File: src/rtl/ntt_pkg.sv
// Shared definitions for the NTT butterfly datapath: total modmul latency
// helper and the tag carried alongside each in-flight operation.
package ntt_pkg;

  // Tag id width is fixed so the struct can live in the package; NREQ <= 256.
  localparam int unsigned TAG_ID_W = 8;

  typedef struct packed {
    logic                vld;
    logic [TAG_ID_W-1:0] id;
  } tag_t;

  function automatic int unsigned lat_tot(input int unsigned intmul_lat,
                                          input int unsigned modred_lat);
    return 32'd1 + intmul_lat + modred_lat;
  endfunction

endpackage

File: src/rtl/rr_arbiter.sv
// Round-robin arbiter: grants the first requester at or after ptr (wrapping),
// and advances ptr past the winner whenever a grant is made.
module rr_arbiter #(
  parameter int unsigned NREQ = 4
) (
  input  logic                    clk,
  input  logic                    rst,
  input  logic [NREQ-1:0]         req,
  input  logic                    en,
  output logic [NREQ-1:0]         grant,
  output logic [$clog2(NREQ)-1:0] grant_idx,
  output logic                    grant_vld
);

  localparam int unsigned IDX_W = $clog2(NREQ);

  logic [IDX_W-1:0] r_ptr;

  // Scan from the highest offset down so the lowest offset from ptr wins last.
  always_comb begin
    int v_idx;
    grant     = '0;
    grant_idx = '0;
    grant_vld = 1'b0;
    v_idx     = 0;
    for (int k = NREQ - 1; k >= 0; k--) begin
      v_idx = int'(r_ptr) + k;
      if (v_idx >= int'(NREQ)) begin
        v_idx = v_idx - int'(NREQ);
      end else begin
        v_idx = v_idx;
      end
      if (en && req[v_idx[IDX_W-1:0]]) begin
        grant_vld = 1'b1;
        grant_idx = v_idx[IDX_W-1:0];
      end else begin
        grant_vld = grant_vld;
        grant_idx = grant_idx;
      end
    end
    grant[grant_idx] = grant_vld;
  end

  // Pointer moves one past the winner; explicit wrap keeps it in range for any NREQ.
  always_ff @(posedge clk) begin
    if (rst) begin
      r_ptr <= '0;
    end else if (grant_vld) begin
      r_ptr <= (grant_idx == IDX_W'(NREQ - 1)) ? '0 : grant_idx + IDX_W'(1);
    end else begin
      r_ptr <= r_ptr;
    end
  end

endmodule

File: src/rtl/btf_modmul_sched.sv
// Shares one fixed-latency butterfly modmul among NREQ requesters: round-robin
// issue, a latency-matched tag pipe for result routing, per-requester op limit.
module btf_modmul_sched
  import ntt_pkg::*;
#(
  parameter int unsigned LOGQ       = 32,
  parameter int unsigned NREQ       = 4,
  parameter int unsigned INTMUL_LAT = 1,
  parameter int unsigned MODRED_LAT = 4,
  parameter int unsigned MAX_OUT    = 8
) (
  input  logic                 clk,
  input  logic                 rst,
  input  logic [NREQ-1:0]      req_valid,
  output logic [NREQ-1:0]      req_ready,
  input  logic [NREQ*LOGQ-1:0] req_b,
  input  logic [NREQ*LOGQ-1:0] req_w,
  output logic [LOGQ-1:0]      mm_b,
  output logic [LOGQ-1:0]      mm_w,
  input  logic [LOGQ-1:0]      mm_o,
  output logic [NREQ-1:0]      rsp_valid,
  output logic [LOGQ-1:0]      rsp_data,
  output logic                 busy
);

  localparam int unsigned LAT_TOT = lat_tot(INTMUL_LAT, MODRED_LAT);
  localparam int unsigned IDX_W   = $clog2(NREQ);
  localparam int unsigned CNT_W   = $clog2(MAX_OUT + 1);

  logic [NREQ-1:0]  w_elig;
  logic [NREQ-1:0]  w_grant;
  logic [IDX_W-1:0] w_grant_idx;
  logic             w_grant_vld;
  logic [LOGQ-1:0]  r_mm_b;
  logic [LOGQ-1:0]  r_mm_w;
  tag_t             r_tag [LAT_TOT];

  rr_arbiter #(.NREQ(NREQ)) u_arb (
    .clk       (clk),
    .rst       (rst),
    .req       (w_elig),
    .en        (~rst),
    .grant     (w_grant),
    .grant_idx (w_grant_idx),
    .grant_vld (w_grant_vld)
  );

  assign req_ready = w_grant;
  assign mm_b      = r_mm_b;
  assign mm_w      = r_mm_w;
  assign rsp_data  = mm_o;

  genvar g;
  generate
    for (g = 0; g < NREQ; g++) begin : g_req
      logic [CNT_W-1:0] r_out;

      assign w_elig[g]    = req_valid[g] & (r_out < CNT_W'(MAX_OUT));
      assign rsp_valid[g] = r_tag[LAT_TOT-1].vld & (r_tag[LAT_TOT-1].id == TAG_ID_W'(g));

      // Issue and response in the same cycle cancel out.
      always_ff @(posedge clk) begin
        if (rst) begin
          r_out <= '0;
        end else if (w_grant[g] & ~rsp_valid[g]) begin
          r_out <= r_out + CNT_W'(1);
        end else if (~w_grant[g] & rsp_valid[g]) begin
          r_out <= r_out - CNT_W'(1);
        end else begin
          r_out <= r_out;
        end
      end
    end
  endgenerate

  // Operand register feeding the modmul; holds when nothing issues.
  always_ff @(posedge clk) begin
    if (rst) begin
      r_mm_b <= '0;
      r_mm_w <= '0;
    end else if (w_grant_vld) begin
      r_mm_b <= req_b[w_grant_idx*LOGQ +: LOGQ];
      r_mm_w <= req_w[w_grant_idx*LOGQ +: LOGQ];
    end else begin
      r_mm_b <= r_mm_b;
      r_mm_w <= r_mm_w;
    end
  end

  // Tag pipe: stage 0 aligns with the operand register, last stage with mm_o.
  always_ff @(posedge clk) begin
    if (rst) begin
      for (int i = 0; i < LAT_TOT; i++) begin
        r_tag[i] <= '0;
      end
    end else begin
      r_tag[0].vld <= w_grant_vld;
      r_tag[0].id  <= TAG_ID_W'(w_grant_idx);
      for (int i = 1; i < LAT_TOT; i++) begin
        r_tag[i] <= r_tag[i-1];
      end
    end
  end

  always_comb begin
    busy = 1'b0;
    for (int i = 0; i < LAT_TOT; i++) begin
      busy = busy | r_tag[i].vld;
    end
  end

endmodule
File: config.mk
export PLATFORM = sky130hd
export DESIGN_NAME = btf_modmul_sched
export DESIGN_NICKNAME = d
export VERILOG_FILES = /design/src/rtl/ntt_pkg.sv /design/src/rtl/rr_arbiter.sv /design/src/rtl/btf_modmul_sched.sv
export SDC_FILE = /design/constraint.sdc
export NUM_CORES = 1
export LEC_CHECK = 0
export CAP_MARGIN = 20
export CORE_AREA = 5 5 152 154
export CTS_BUF_LIST = sky130_fd_sc_hd__clkbuf_16
export DETAILED_ROUTE_END_ITERATION = 16
export DIE_AREA = 0 0 157 159
export GPL_TIMING_DRIVEN = 1
export PLACE_DENSITY = 0.8
export SETUP_SLACK_MARGIN = 0.15
export SYNTH_ARGS = -nofsm -noshare
export SYNTH_HDL_FRONTEND = slang
export SYNTH_SLANG_ARGS = --single-unit
File: constraint.sdc
create_clock -name clk -period 4 [get_ports clk]
set_input_delay 0.6 -clock clk [delete_from_list [all_inputs] [get_ports clk]]
set_output_delay 0.6 -clock clk [all_outputs]
set_load 0.005 [all_outputs]
# Yosys cells after proc, flatten, opt, wreduce, memory -nomap -nowiden
# Memories as Yosys holds them, arrays and structs flattened.
# Index checks and enable logic that the tools add are counted.
# totals
reg_bits	82
ram_bits	54
in_bits	294
elab_cells	133
memories	1
# op_classes
n_addsub	16
n_lt_le_gt_ge	14
n_eq_ne	4
n_shift	2
muxes	41
bitwise_logic	38
n_reduce_logical	10
# memory_table
name	depth	word_bits	read_ports	rd_clocked_by_memory_dff	write_ports	line	text
r_tag	6	9	6	0	6	btf_modmul_sched.sv:36	tag_t r_tag [LAT_TOT];
# ops
cell	count
128-bit by 8-bit variable part select with 32-bit output	2
9-bit two-way mux	5
4-bit two-way mux	8
2-bit two-way mux	9
4-bit by 1-bit adder with 4-bit output, second input constant	4
1-bit AND	16
8-bit by 2-bit == test with 1-bit output, second input constant	2
4-bit < comparator, second input constant	4
4-bit by 1-bit subtractor with 4-bit output, second input constant	4
2-bit by 3-bit < comparator with 1-bit output, second input constant	5
1-bit two-way mux	13
1-bit bitwise OR	12
3-bit >= comparator, second input constant	3
1-bit NOT	9
1-bit binary-select mux with 2-bit select	4
8-bit by 1-bit == test with 1-bit output, second input constant	1
8-bit logical NOT	1
8-bit two-way mux	1
2-bit nonzero test	4
2-bit by 1-bit subtractor with 2-bit output, second input constant	4
2-bit by 2-bit adder with 3-bit output, second input constant	2
1-bit logical AND	5
4-bit AND	1
2-bit by 1-bit adder with 3-bit output, second input constant	1
5 further kinds	5

# Depth between registers and ports, before layout
# depth
ltp_word	19
depth_mapped	17

# Hierarchy
# From an unflattened synthesis, not the netlist that was laid out.
# hier_totals
cells_unflattened	515
area_unflattened_um2	5879.4
# modules_own_cells
mod	instances	cells_each	area_per_inst_um2	seq_area_each_um2
btf_modmul_sched	1	477	5555.3	1961.9
rr_arbiter	1	38	324.1	40.0

# Least setup slack after synthesis
# Ideal clock, no wire load.
# synth_timing
kind	in2reg
startpoint	input port req_valid[1]
endpoint	register g_req[3].r_out[3]
t_arrival_ps	3626
required_time_ps	3929
slack_ps	303
stages	16
path_buffers	3
path_cell_list	or3b_4 > o21ba_1 > a2111oi_2 > buf_4 > buf_12 > buf_4 > ha_1 > and2_1 > ha_1 > inv_1 > ha_1 > a21o_1 > a21oi_1 > xnor2_1 > or3_1 > a21oi_1
# synth_via
elab_chain_len	16
elab_cells_between_ends	32
# synth_lines
item	line	text
from (decl)	btf_modmul_sched.sv:14	input logic [NREQ-1:0] req_valid,
1-bit AND *	btf_modmul_sched.sv:58	assign w_elig[g] = req_valid[g] & (r_out < CNT_W'(MAX_OUT));
1-bit binary-select mux with 2-bit select	rr_arbiter.sv:33	if (en && req[v_idx[IDX_W-1:0]]) begin
1-bit two-way mux (not written as such)	rr_arbiter.sv:33	
1-bit logical AND	rr_arbiter.sv:33	
2-bit two-way mux (4 in series)	rr_arbiter.sv:33	
2-bit by 3-bit < comparator with 1-bit output (not written as such) or 2-bit by 1-bit >= comparator with 1-bit output (tied branches)	rr_arbiter.sv:41	grant[grant_idx] = grant_vld;
1-bit logical AND (not written as such)	rr_arbiter.sv:41	
1-bit two-way mux (not written as such)	rr_arbiter.sv:41	
1-bit demux with 2-bit select	-	
4-bit AND (no source line) *	-	
net req_ready[3]	btf_modmul_sched.sv:15	output logic [NREQ-1:0] req_ready,
1-bit NOT	btf_modmul_sched.sv:67	end else if (~w_grant[g] & rsp_valid[g]) begin
1-bit AND	btf_modmul_sched.sv:67	
2-bit nonzero test (no source line)	-	
to (signal assigned)	btf_modmul_sched.sv:66	r_out <= r_out + CNT_W'(1);
to (signal assigned)	btf_modmul_sched.sv:68	r_out <= r_out - CNT_W'(1);
to (signal assigned)	btf_modmul_sched.sv:70	r_out <= r_out;
to (decl)	btf_modmul_sched.sv:56	logic [CNT_W-1:0] r_out;
# The timed path passes the listed nets; every way through them passes the cells marked *. The select of a mux whose other input is x is not followed.
# A chain may end at the register's enable or synchronous reset.

# Worst setup path after layout
# layout_timing
startpoint	input port req_valid[1]
endpoint	output port req_ready[3]
# layout_via
elab_chain_len	13
elab_cells_between_ends	27
# layout_lines
item	line
1-bit AND *	btf_modmul_sched.sv:58
1-bit binary-select mux with 2-bit select	rr_arbiter.sv:33
1-bit two-way mux (not written as such)	rr_arbiter.sv:33
1-bit logical AND	rr_arbiter.sv:33
2-bit two-way mux (4 in series)	rr_arbiter.sv:33
2-bit by 3-bit < comparator with 1-bit output (not written as such) or 2-bit by 1-bit >= comparator with 1-bit output (tied branches)	rr_arbiter.sv:41
1-bit logical AND (not written as such)	rr_arbiter.sv:41
1-bit two-way mux (not written as such)	rr_arbiter.sv:41
1-bit demux with 2-bit select	-
4-bit AND (no source line) *	-
to (decl)	btf_modmul_sched.sv:15
# Mark *: on every way between the ends. The rest lies on a longest branch, timed or not. The select of a mux whose other input is x is not followed.

==> results.json <==
{
  "gr-usage-all-layers": 0.205,
  "critPathArrivalTime_ns": 3.07,
  "yosysMostFrequentCell": "mux2i_1",
  "synth_area_per_cell_um2": 8.70,
  "path_buf_inv": 3,
  "yosys.area_share.simple": 0.185,
  "outcome": "complete, no violations",
  "fmax_mhz": 272,
  "start_kind": "input pin",
  "routabilityCongestion": 0.829,
  "synth_top_area_cell": "dfxtp_1",
  "placed_cell_area_um2": 11000,
  "synth_compound_area_frac": 0.239,
  "yosysSeqAreaShare": 0.258,
  "cts_buffers": 9,
  "synth_seq_cells": 100,
  "synth_commonest_cells": "134 x mux2i_1, 132 x nand2b_1, 129 x a2111oi_0",
  "die_y_um": 159,
  "overflow": 0,
  "cp_max_fo": 4,
  "fin_nets": 1438,
  "drt-initial-drc-count": 386,
  "total_power_mw": 4.54,
  "timing.hold.ws_ns": 0.433,
  "synth_flop_cell": "dfxtp_1",
  "routed_wl_um": 27100,
  "power.density_nw_per_um2": 402,
  "relSlewSlack": 0.314,
  "endpoint_kind": "primary output",
  "grt_pass1_wl_um": 41900,
  "synth_top_family_by_area": "compound AO/OA/AOI/OAI gates",
  "dp_hpwl_um": 19000,
  "dieArea_um2": 25000,
  "path_class": "in2out",
  "rsz0062_at_grt": "false",
  "synth_area_leaders": "dfxtp_1 26%, mux2i_1 17%, a2111oi_0 15%, nand2b_1 11%, o211ai_1 5.0%",
  "critPathMaxStageDelay_ns": 0.49,
  "crit_required_ns": 3.40,
  "start_util": 0.360,
  "worst_slack_ns": 0.327,
  "clock-sinks": 100,
  "antenna_found_initial": 2,
  "hold_class": "reg2reg",
  "vias": 7702,
  "cts-root-buf": "clkbuf_16",
  "wl_per_cell_um": 19.2,
  "p_leak_nw": 3.81,
  "worstPathCellList": "clkdlybuf4s50_1 -> or3b_4 -> o21ba_1 -> a2111oi_4 -> ha_1 -> and2_1 -> buf_4 -> clkdlybuf4s50_1",
  "dr.pass1.iters": 6,
  "syn-num-nets": 1204,
  "fin_crit_ns": 3.67,
  "cts_tree": "yes",
  "muxShareOfSynthArea": 0.173,
  "yosysTopAreaCellShare": 0.258,
  "min_period_over_period": 0.918,
  "clk_pin_slew_ns": 0.09,
  "hold_buffers": 0,
  "worstMarginPinSlew_ns": 1.03,
  "setup_viol": 0,
  "hold_viol_final": 0,
  "max_cap_violations": 0,
  "grt_max_degree": 127,
  "synth_cell_types": 42,
  "fin_area_um2": 11300,
  "die_x_um": 157,
  "ir_worst_vdd_mv": 0.292,
  "skew_ns": 0.0135,
  "place_ws_ns": -0.0260,
  "h-tree-depth": 3,
  "yosys_warnings": 0,
  "synthCells": 893,
  "ant_nets": 0,
  "num_io_pins": 399,
  "area.growth.synth_to_final_pct": 45.5,
  "viasPerCell": 5.45,
  "clock_latency_ns": 0.36,
  "synth_fa_ha_area_frac": 0.0313,
  "cts_setup_buffers": 0,
  "core-area_um2": 21600,
  "drc": 0,
  "slowest_stage": "clkdlybuf4s50_1",
  "numPortBuffers": 334,
  "synthArstFlopShare": 0,
  "synth_edf_count": 0,
  "finalMaxSlewViolations": 0,
  "num_rows": 54,
  "grt_pass1_vias": 7586,
  "clockBufferDepth": 2,
  "syn_area_um2": 7760,
  "critical-path-top-delay-family": "buffers and inverters",
  "synth_xor_area_frac": 0.0135,
  "crit_path_frequent_cell": "clkdlybuf4s50_1",
  "drive_above_1_share": 0.0583
}
==> state kept, by name, indices dropped and copies added (netlist names) <==
name         cells
mm_b            32
mm_w            32
g_req.r_out     16
r_tag           18
u_arb.r_ptr      2
==> worst reg2reg max path: stages, from the launching register on <==
cell and delay [ns]:
dfxtp_1 0.44, or3b_4 0.47, o21ba_1 0.22, a2111oi_4 0.41, ha_1 0.21, and2_1 0.14, ha_1 0.20, inv_1 0.10
ha_1 0.28, a21o_1 0.18, a21oi_1 0.17, xnor2_1 0.09, or3_1 0.31, a21oi_1 0.14
==> where the power goes <==
group,switching (mW),internal [mW],total [mW]
clock,0.487,0.452,0.939
sequential,0.162,1.25,1.41
combinational,1.07,1.13,2.20
==> repair_timing <==
| action | 4_1_cts | 5_1_grt |
|---|---|---|
| resized for setup | 0 | 1 |
| setup endpoints to repair | 0 | 2 |
| hold endpoints to repair | 0 | 0 |
==> cell usage in the layout, fill, tap and decap left out, types with 8 or more instances in the layout <==
cell and n:
clkbuf_16 9, clkdlybuf4s50_1 333, a2111oi_0 129, ha_1 13
a21oi_1 12, o211ai_2 12, dfxtp_1 100, nand2_1 67
o211ai_1 52, nor2b_1 22, xnor2_1 8, mux2i_1 134
inv_1 8, nor2_1 21, buf_4 25, nand2b_1 132
==> final cells by class <==
cell class | count | area (um^2)
Tap cell | 280 | 350
Inverter | 8 | 30.0
Multi-Input combinational cell | 649 | 5060
Sequential cell | 100 | 2000
Timing Repair Buffer | 359 | 3540
Clock inverter | 7 | 88.8
Clock buffer | 9 | 225
Fill cell | 1990 | 10300
Antenna cell | 1 | 2.50
==> metrics by stage <==
| stage | TNS, ns | util | instances |
|---|---|---|---|
| 6_report | 0 | 0.524 | 1413 |
| 4_1_cts | 0 | 0.524 | 1412 |
| 2_1_floorplan | 0 | - | 893 |
| 5_1_grt | 0 | 0.524 | 1413 |
| 3_5_place_dp | -0.0519 | 0.509 | 1396 |
| 3_3_place_gp | 0 | 0.509 | 1396 |
==> worst paths after layout <==
path,start,slack [ns],cells after the start,endpoint
max,req_valid[1],0.33,8,req_ready[3]
min,r_tag[1][1],0.43,1,r_tag[2][1]
max reg2reg,u_arb.r_ptr[1],0.57,13,g_req[3].r_out[3]
min reg2reg,r_tag[1][1],0.43,1,r_tag[2][1]
==> per-layer routing <==
metal  global-route usage  vias up  wire (um)
li1                     -     3763          -
met1                0.259     3616      11100
met2                0.344      294      13400
met3               0.0622       27       2180
met4               0.0450        2        448
met5                    0        -          9
==> cells by family (layout without fill, tap and decap cells) <==
group,Yosys count,in the layout
multiplexers,134,134
AND/OR/NAND/NOR,263,263
XOR/XNOR,12,12
adder cells (fa/ha/maj),17,17
AO/OA/AOI/OAI,223,223
flip-flops,100,100
other,0,1
buffers and inverters,144,383
Note: power is estimated with default switching activity, not from simulation.
